--- src/rtl/ual_pkg.sv ---
// ual_pkg: shared constants for the sequential ALU.
//   CW          opcode width
//   op_e        opcode encodings (ADD..SRL), 10..15 are illegal
//   IDLE/BUSY/DONE  FSM state encodings
//   op_illegal  true for any opcode outside the defined set
package ual_pkg;

  localparam int unsigned CW = 4;

  typedef enum logic [CW-1:0] {
    OP_ADD = 4'd0,
    OP_SUB = 4'd1,
    OP_MUL = 4'd2,
    OP_DIV = 4'd3,
    OP_MOD = 4'd4,
    OP_AND = 4'd5,
    OP_OR  = 4'd6,
    OP_XOR = 4'd7,
    OP_SLL = 4'd8,
    OP_SRL = 4'd9
  } op_e;

  localparam logic [1:0] IDLE = 2'd0;
  localparam logic [1:0] BUSY = 2'd1;
  localparam logic [1:0] DONE = 2'd2;

  function automatic logic op_illegal(input logic [CW-1:0] o);
    return o > OP_SRL;
  endfunction

endpackage

--- src/rtl/ual_seq_if.sv ---
// ual_seq_if: operand/result handshake bundle of the sequential ALU.
//   in_valid/in_ready   operation handshake (A, B, op)
//   out_valid/out_ready result handshake (Q, R, Z, N, C, V, err)
//   master: operand source / result sink side; slave: the ALU.
interface ual_seq_if #(
  parameter int unsigned M = 4
);

  logic                    in_valid;
  logic                    in_ready;
  logic [M-1:0]            A;
  logic [M-1:0]            B;
  logic [ual_pkg::CW-1:0]  op;
  logic                    out_valid;
  logic                    out_ready;
  logic [M-1:0]            Q;
  logic [M-1:0]            R;
  logic                    Z;
  logic                    N;
  logic                    C;
  logic                    V;
  logic                    err;

  modport master (
    output in_valid, A, B, op, out_ready,
    input  in_ready, out_valid, Q, R, Z, N, C, V, err
  );

  modport slave (
    input  in_valid, A, B, op, out_ready,
    output in_ready, out_valid, Q, R, Z, N, C, V, err
  );

endinterface

--- src/rtl/ual_divider.sv ---
// ual_divider: unsigned restoring divider, one quotient bit per cycle.
//   clk, rst            clock, asynchronous active-high reset
//   start               load dividend/divisor and begin (divisor must be non-zero)
//   dividend, divisor   operands, sampled on start
//   quotient, remainder values after the step taken in the current cycle
//   done                high during the M-th step; quotient/remainder are final then
module ual_divider #(
  parameter int unsigned M = 4
) (
  input  logic         clk,
  input  logic         rst,
  input  logic         start,
  input  logic [M-1:0] dividend,
  input  logic [M-1:0] divisor,
  output logic [M-1:0] quotient,
  output logic [M-1:0] remainder,
  output logic         done
);

  localparam int unsigned CntW = $clog2(M + 1);

  logic [M-1:0]    rem_q;
  logic [M-1:0]    quo_q;
  logic [M-1:0]    dvs_q;
  logic [CntW-1:0] cnt_q;

  logic [M:0]      shifted;
  logic [M-1:0]    sub_lo;
  logic            fits;

  // Partial remainder shifted left with the next dividend bit; it is always
  // below 2*divisor, so an M-bit difference is exact whenever it fits.
  assign shifted   = {rem_q, quo_q[M-1]};
  assign fits      = shifted >= {1'b0, dvs_q};
  assign sub_lo    = shifted[M-1:0] - dvs_q;
  assign remainder = fits ? sub_lo : shifted[M-1:0];
  assign quotient  = {quo_q[M-2:0], fits};
  assign done      = (cnt_q == CntW'(1));

  always_ff @(posedge clk or posedge rst) begin
    if (rst) begin
      rem_q <= '0;
      quo_q <= '0;
      dvs_q <= '0;
      cnt_q <= '0;
    end else if (start) begin
      rem_q <= '0;
      quo_q <= dividend;
      dvs_q <= divisor;
      cnt_q <= CntW'(M);
    end else if (cnt_q != '0) begin
      rem_q <= remainder;
      quo_q <= quotient;
      cnt_q <= cnt_q - CntW'(1);
    end
  end

endmodule

--- src/rtl/ual_seq.sv ---
// ual_seq: sequential M-bit ALU with valid/ready handshakes and registered flags.
//   clk  system clock, rising edge
//   rst  asynchronous active-high reset
//   bus  ual_seq_if.slave: A, B, op in; Q, R, Z, N, C, V, err out
// Single-cycle ops finish one edge after acceptance; MUL/DIV/MOD iterate for
// M cycles in BUSY. Define UAL_SEQ_FAST_MUL_EN to compute MUL combinationally
// with single-cycle latency; DIV/MOD stay iterative either way.
module ual_seq
  import ual_pkg::*;
#(
  parameter int unsigned M = 4
) (
  input logic      clk,
  input logic      rst,
  ual_seq_if.slave bus
);

  localparam int unsigned CntW = $clog2(M + 1);

  logic [1:0]      state_q, state_d;
  logic [CW-1:0]   op_q;
  logic [M-1:0]    a_q;
  logic [CntW-1:0] cnt_q;
  logic [2*M-1:0]  prod_q, prod_d;

  logic [M-1:0]    q_q, r_q;
  logic            z_q, n_q, c_q, v_q, err_q;

  logic            accept;
  assign accept = (state_q == IDLE) && bus.in_valid;

  // Single-cycle datapath, evaluated straight from the bus in IDLE.
  logic [M:0]      add_s;
  logic [M-1:0]    sub_s;
  logic            b_zero;
  logic            shift_oob;

  assign add_s     = {1'b0, bus.A} + {1'b0, bus.B};
  assign sub_s     = bus.A - bus.B;
  assign b_zero    = (bus.B == '0);
  assign shift_oob = 32'(bus.B) >= M;

`ifdef UAL_SEQ_FAST_MUL_EN
  logic [2*M-1:0]  fast_prod;
  assign fast_prod = {{M{1'b0}}, bus.A} * {{M{1'b0}}, bus.B};
`endif

  logic [M-1:0]    sc_q, sc_r;
  logic            sc_c, sc_v, sc_err, sc_multi;

  always_comb begin
    sc_q     = '0;
    sc_r     = '0;
    sc_c     = 1'b0;
    sc_v     = 1'b0;
    sc_err   = op_illegal(bus.op);
    sc_multi = 1'b0;
    case (bus.op)
      OP_ADD: begin
        sc_q = add_s[M-1:0];
        sc_c = add_s[M];
        sc_v = (bus.A[M-1] == bus.B[M-1]) && (add_s[M-1] != bus.A[M-1]);
      end
      OP_SUB: begin
        sc_q = sub_s;
        sc_c = bus.A >= bus.B;
        sc_v = (bus.A[M-1] != bus.B[M-1]) && (sub_s[M-1] != bus.A[M-1]);
      end
      OP_MUL: begin
`ifdef UAL_SEQ_FAST_MUL_EN
        sc_q = fast_prod[M-1:0];
        sc_r = fast_prod[2*M-1:M];
        sc_c = |fast_prod[2*M-1:M];
`else
        sc_multi = 1'b1;
`endif
      end
      OP_DIV, OP_MOD: begin
        // Divide by zero short-circuits the iteration.
        if (b_zero) begin
          sc_q   = '1;
          sc_r   = bus.A;
          sc_err = 1'b1;
        end else begin
          sc_multi = 1'b1;
        end
      end
      OP_AND:  sc_q = bus.A & bus.B;
      OP_OR:   sc_q = bus.A | bus.B;
      OP_XOR:  sc_q = bus.A ^ bus.B;
      OP_SLL:  sc_q = shift_oob ? '0 : (bus.A << bus.B);
      OP_SRL:  sc_q = shift_oob ? '0 : (bus.A >> bus.B);
      default: ;
    endcase
  end

  // Shift-add multiplier: upper half accumulates, multiplier bits shift out
  // of the low half, so after M steps prod_q holds the full product.
  logic [M:0] mul_sum;
  assign mul_sum = {1'b0, prod_q[2*M-1:M]} + (prod_q[0] ? {1'b0, a_q} : '0);
  assign prod_d  = {mul_sum, prod_q[M-1:1]};

  logic [M-1:0] div_quo, div_rem;
  logic         div_done;
  logic         div_start;

  assign div_start = accept && sc_multi && (bus.op != OP_MUL);

  ual_divider #(
    .M (M)
  ) u_divider (
    .clk       (clk),
    .rst       (rst),
    .start     (div_start),
    .dividend  (bus.A),
    .divisor   (bus.B),
    .quotient  (div_quo),
    .remainder (div_rem),
    .done      (div_done)
  );

  logic busy_last;
  assign busy_last = (op_q == OP_MUL) ? (cnt_q == CntW'(1)) : div_done;

  // Next state and the result to be registered this cycle.
  logic [M-1:0] res_q, res_r;
  logic         res_c, res_v, res_err, wr;

  always_comb begin
    state_d = state_q;
    wr      = 1'b0;
    res_q   = sc_q;
    res_r   = sc_r;
    res_c   = sc_c;
    res_v   = sc_v;
    res_err = sc_err;
    case (state_q)
      IDLE: begin
        if (bus.in_valid) begin
          wr      = !sc_multi;
          state_d = sc_multi ? BUSY : DONE;
        end
      end
      BUSY: begin
        if (busy_last) begin
          wr      = 1'b1;
          res_v   = 1'b0;
          res_err = 1'b0;
          state_d = DONE;
          if (op_q == OP_MUL) begin
            res_q = prod_d[M-1:0];
            res_r = prod_d[2*M-1:M];
            res_c = |prod_d[2*M-1:M];
          end else if (op_q == OP_DIV) begin
            res_q = div_quo;
            res_r = div_rem;
            res_c = 1'b0;
          end else begin
            res_q = div_rem;
            res_r = '0;
            res_c = 1'b0;
          end
        end
      end
      DONE: begin
        if (bus.out_ready) state_d = IDLE;
      end
      default: state_d = IDLE;
    endcase
  end

  always_ff @(posedge clk or posedge rst) begin
    if (rst) begin
      state_q <= IDLE;
      op_q    <= '0;
      a_q     <= '0;
      cnt_q   <= '0;
      prod_q  <= '0;
      q_q     <= '0;
      r_q     <= '0;
      z_q     <= 1'b0;
      n_q     <= 1'b0;
      c_q     <= 1'b0;
      v_q     <= 1'b0;
      err_q   <= 1'b0;
    end else begin
      state_q <= state_d;
      if (accept) begin
        op_q   <= bus.op;
        a_q    <= bus.A;
        cnt_q  <= CntW'(M);
        prod_q <= {{M{1'b0}}, bus.B};
      end else if (state_q == BUSY) begin
        cnt_q  <= cnt_q - CntW'(1);
        prod_q <= prod_d;
      end
      if (wr) begin
        q_q   <= res_q;
        r_q   <= res_r;
        z_q   <= (res_q == '0);
        n_q   <= res_q[M-1];
        c_q   <= res_c;
        v_q   <= res_v;
        err_q <= res_err;
      end
    end
  end

  assign bus.in_ready  = (state_q == IDLE);
  assign bus.out_valid = (state_q == DONE);
  assign bus.Q         = q_q;
  assign bus.R         = r_q;
  assign bus.Z         = z_q;
  assign bus.N         = n_q;
  assign bus.C         = c_q;
  assign bus.V         = v_q;
  assign bus.err       = err_q;

endmodule

--- src/flat_wrapper.sv ---
// flat-port wrapper written by rule: the top's interface ports become plain ports
module ual_seq_flat import ual_pkg::*;
#(
  parameter int unsigned M = 4
)
  (clk, rst, bus_in_valid, bus_A, bus_B, bus_op, bus_out_ready, bus_in_ready, bus_out_valid, bus_Q, bus_R, bus_Z, bus_N, bus_C, bus_V, bus_err);
  ual_seq_if #(.M(M)) bus_i ();
  input logic clk;
  input logic rst;
  input wire logic [$bits(bus_i.in_valid)-1:0] bus_in_valid;
  input wire logic [$bits(bus_i.A)-1:0] bus_A;
  input wire logic [$bits(bus_i.B)-1:0] bus_B;
  input wire logic [$bits(bus_i.op)-1:0] bus_op;
  input wire logic [$bits(bus_i.out_ready)-1:0] bus_out_ready;
  output wire logic [$bits(bus_i.in_ready)-1:0] bus_in_ready;
  output wire logic [$bits(bus_i.out_valid)-1:0] bus_out_valid;
  output wire logic [$bits(bus_i.Q)-1:0] bus_Q;
  output wire logic [$bits(bus_i.R)-1:0] bus_R;
  output wire logic [$bits(bus_i.Z)-1:0] bus_Z;
  output wire logic [$bits(bus_i.N)-1:0] bus_N;
  output wire logic [$bits(bus_i.C)-1:0] bus_C;
  output wire logic [$bits(bus_i.V)-1:0] bus_V;
  output wire logic [$bits(bus_i.err)-1:0] bus_err;
  assign bus_i.in_valid = bus_in_valid;
  assign bus_i.A = bus_A;
  assign bus_i.B = bus_B;
  assign bus_i.op = bus_op;
  assign bus_i.out_ready = bus_out_ready;
  assign bus_in_ready = bus_i.in_ready;
  assign bus_out_valid = bus_i.out_valid;
  assign bus_Q = bus_i.Q;
  assign bus_R = bus_i.R;
  assign bus_Z = bus_i.Z;
  assign bus_N = bus_i.N;
  assign bus_C = bus_i.C;
  assign bus_V = bus_i.V;
  assign bus_err = bus_i.err;
  ual_seq #(.M(M)) u_core (.clk(clk), .rst(rst), .bus(bus_i));
endmodule
--- config.mk ---
export PLATFORM = sky130hd
export DESIGN_NAME = ual_seq_flat
export DESIGN_NICKNAME = d
export VERILOG_FILES = /design/src/rtl/ual_pkg.sv /design/src/rtl/ual_seq_if.sv /design/src/rtl/ual_divider.sv /design/src/rtl/ual_seq.sv /design/src/flat_wrapper.sv
export SDC_FILE = /design/constraint.sdc
export NUM_CORES = 1
export LEC_CHECK = 0
export BUFFER_PORTS_ARGS = -buffer_cell sky130_fd_sc_hd__buf_2
export CORE_MARGIN = 5
export CORE_UTILIZATION = 65
export CTS_CLUSTER_SIZE = 14
export DETAILED_ROUTE_END_ITERATION = 16
export PLACE_DENSITY_LB_ADDON = 0.05
export SYNTH_ARGS = -nofsm -noshare
export SYNTH_HDL_FRONTEND = slang
export SYNTH_SLANG_ARGS = --single-unit
--- constraint.sdc ---
create_clock -name clk -period 6.2 [get_ports clk]
set_input_delay 1.24 -clock clk [delete_from_list [all_inputs] [get_ports clk]]
set_output_delay 1.24 -clock clk [all_outputs]
set_load 0.05 [all_outputs]
==> impl_results.md <==
- Number of input and output port buffers inserted: 30
- Area growth from synthesis to final layout: 6.71%
- Leakage dissipation: 1.78 nW
- Main combinational cell family by area after synthesis: compound AO/OA/AOI/OAI gates
- # Post-CTS Setup Buffers: 0
- Share of the synthesized area in the top cell type: 0.337
- Final global-route overflow total: 0
- Residual antenna-violating net count after detailed routing: 0
- Floorplan core area: 5410 sq um
- Sinks on Clock Net: 48
- Detailed Place HPWL: 6720 um
- Number of global-route vias before repair: 3005
- Number of max-cap violations: 0
- Setup TNS Final: 0 ns
- Resized Gates After CTS: 0
- Tcrit/Tclk final: 0.522
- Number of vias in the routed layout: 3076
- Most frequent cells after synthesis: 48 x sky130_fd_sc_hd__dfrtp_1, 44 x sky130_fd_sc_hd__nand2_1, 39 x sky130_fd_sc_hd__nor2_1
- Post-synthesis instance total: 413
- Run status: finished clean
- Max Clk Rate: 309 MHz
- Average vias per placed instance: 6.14
- First-pass GRT wire length: 14800 um
- Class of the tightest hold or removal check: flip-flop to flip-flop
- Slew Limit Headroom: 0.337
- IR drop worst, VDD: 0.272 mV
- Reg clk slew, reported paths: 0.09 ns
- Power density over the cells: 424 nW/um^2
- Initial antenna violation count: 0
- Most common cell in the netlist: sky130_fd_sc_hd__dfrtp_1
- Drt wl/cell: 17.5 um
- Final GP Congestion: 0.939
- DIE WIDTH: 84.0 um
- H-Tree Level Count: 2
- Total nets after synthesis: 458
- Count of hold buffers inserted by post-cts repair: 0
- First-pass iteration count of the detailed router: 6
- Count of antenna diodes in the layout: 0
- Worst-margin pin slew: 0.993 ns
- GR Util All Layers: 0.260
- Share of synthesized flip-flops with an asynchronous set or reset: 1.00
- WP data required: 6.44 ns
- Yosys warns: 0
- Clock skew: 0.00823 ns
- Final critical path time including I/O delays and setup: 3.24 ns
- Overall power consumption: 1.61 mW
- Most frequently used flop master after synthesis: sky130_fd_sc_hd__dfrtp_1
- Die Y: 84.0 um
- Starting Density: 0.659
- Pin count of the biggest net entering global routing: 49
- Type of the worst setup path: input port to flip-flop
- Number of buffers created by CTS: 5
- Number of synthesized flops with an enable pin: 0
- Simple-Gate Fraction of Synth Area: 0.203
- CP arrival: 3.48 ns
- Count of final max-slew check failures: 0
- Setup crit end kind: flip-flop
- Setup violators final: 0
- Remaining design rule violation count: 0
- Clock latency on the worst-skew pair: 0.30 ns
- Cell Rows: 27
- Final count of hold timing violations: 0
- Top-level I/O count: 31
- FF+latch count, synth: 48
- Total Die Area: 7060 sq um
- CTS tree: built
- Final WL: 8770 um
- Number of DRC markers after the initial detailed-route iteration: 275
- Max Fanout on Critical Path: 16
- Cell at the root of the clock tree: sky130_fd_sc_hd__clkbuf_8
- Post-synthesis average cell area: 8.62 sq um
- Main area contributors after synthesis: sky130_fd_sc_hd__dfrtp_1 34%, sky130_fd_sc_hd__ha_1 8.8%, sky130_fd_sc_hd__o21ai_0 5.1%, sky130_fd_sc_hd__nand2_1 4.6%, sky130_fd_sc_hd__a21oi_1 4.4%
- Layout cell share with drive strength beyond 1: 0.145
- Synthesized-area fraction occupied by ao, oa, aoi and oai cells: 0.212
- Unrepaired setup endpoints after global routing: false
- Adder-Cell Fraction of Synth Area: 0.110
- Post-synthesis share of cell area spent on xor and xnor gates: 0.0172
- Synth area leader: sky130_fd_sc_hd__dfrtp_1
- Max Root-Sink Buffers: 2
- Number of nets in the layout: 473
- Synth unique cells: 61
- Multiplexer fraction of the synthesized cell area: 0.0601
- Area of the mapped netlist: 3560 sq um
- Kind of launch point of the worst setup path: input port
- Sequential share of the synthesized area: 0.337
==> placed cells by master (no fill, tap or decap), types with 7 or more instances in the layout <==
| cell | instances |
|---|---|
| sky130_fd_sc_hd__dfrtp_1 | 48 |
| sky130_fd_sc_hd__nand2_1 | 44 |
| sky130_fd_sc_hd__nor2_1 | 39 |
| sky130_fd_sc_hd__o21ai_0 | 36 |
| sky130_fd_sc_hd__a21oi_1 | 31 |
| sky130_fd_sc_hd__buf_2 | 30 |
| sky130_fd_sc_hd__inv_1 | 27 |
| sky130_fd_sc_hd__ha_1 | 25 |
| sky130_fd_sc_hd__mux2i_1 | 12 |
| sky130_fd_sc_hd__nand3_1 | 8 |
| sky130_fd_sc_hd__nor2b_1 | 7 |
| sky130_fd_sc_hd__mux2_2 | 7 |
==> per-stage QoR <==
stage	std cells	util	setup WS, ns	hold WS [ns]	area [sq um]
2_1_floorplan	413	-	2.87	0.442	3560
3_3_place_gp	493	0.685	2.75	0.455	3700
3_5_place_dp	493	0.685	2.68	0.469	3700
4_1_cts	501	0.703	3.00	0.489	3800
5_1_grt	501	0.703	2.86	0.524	3800
6_report	501	0.703	2.96	0.484	3800
==> flip-flops by register name, summed over array words and instances, names as in the netlist, 3 cells and up <==
name                    flops
u_core.op_q                 4
u_core.prod_q               8
u_core.a_q                  4
u_core.bus.Q                4
u_core.u_divider.cnt_q      3
u_core.u_divider.dvs_q      4
u_core.u_divider.rem_q      4
u_core.bus.R                4
u_core.cnt_q                3
u_core.u_divider.quo_q      4
==> kinds of logic after synthesis <==
| logic type | count (synthesis) |
|---|---|
| AOI/OAI and AO/OA | 115 |
| DFF | 48 |
| adders and majority gates | 29 |
| muxes | 20 |
| xor gates and xnor gates | 7 |
| buffers and inverters | 51 |
| and+or+nand+nor | 143 |
==> critical path, cell delays in order <==
cell and delay [ns]:
sky130_fd_sc_hd__buf_2 0.25, sky130_fd_sc_hd__inv_1 0.21, sky130_fd_sc_hd__ha_1 0.38, sky130_fd_sc_hd__a21oi_1 0.19, sky130_fd_sc_hd__nor2_1 0.06, sky130_fd_sc_hd__nor2_1 0.15, sky130_fd_sc_hd__o21ai_0 0.13, sky130_fd_sc_hd__xnor2_1 0.17
sky130_fd_sc_hd__o311ai_1 0.46, sky130_fd_sc_hd__mux2_2 0.25
==> power breakdown <==
group	internal, mW	switching (mW)	total (mW)	leakage, nW
sequential	0.439	0.106	0.546	0.600
clock	0.0904	0.107	0.197	0.0434
combinational	0.332	0.538	0.869	1.14
total	0.861	0.751	1.61	1.78
==> routing by layer <==
layer  vias up  routed length, um  track usage
met5         -                  0            0
met4         0                221       0.0804
met3        20                491       0.0375
met2       113               3950        0.409
met1      1462               4110        0.371
li1       1481                  -            -
==> area by class of cell <==
type | count | area, sq um
Tap cell | 72 | 90.1
Clock buffer | 6 | 82.6
Sequential cell | 48 | 1200
Inverter | 28 | 105
Clock inverter | 2 | 15.0
Timing Repair Buffer | 31 | 158
Fill cell | 435 | 1610
Multi-Input combinational cell | 314 | 2150
==> worst paths after layout <==
path	startpoint	end	cells after the start	slack [ns]
worst max-delay path	bus_B[1]	u_core.bus.Q[3]	10	2.96
worst min-delay path	u_core.bus.V	u_core.bus.V	2	0.48
worst max register to register	u_core.op_q[2]	u_core.bus.Q[3]	6	3.33
worst min register to register	u_core.bus.V	u_core.bus.V	2	0.48
max in group asynchronous	rst	u_core.bus.C	2	4.42
min in group asynchronous	rst	u_core.u_divider.cnt_q[0]	2	1.17
(Power assumes the default switching activity.)
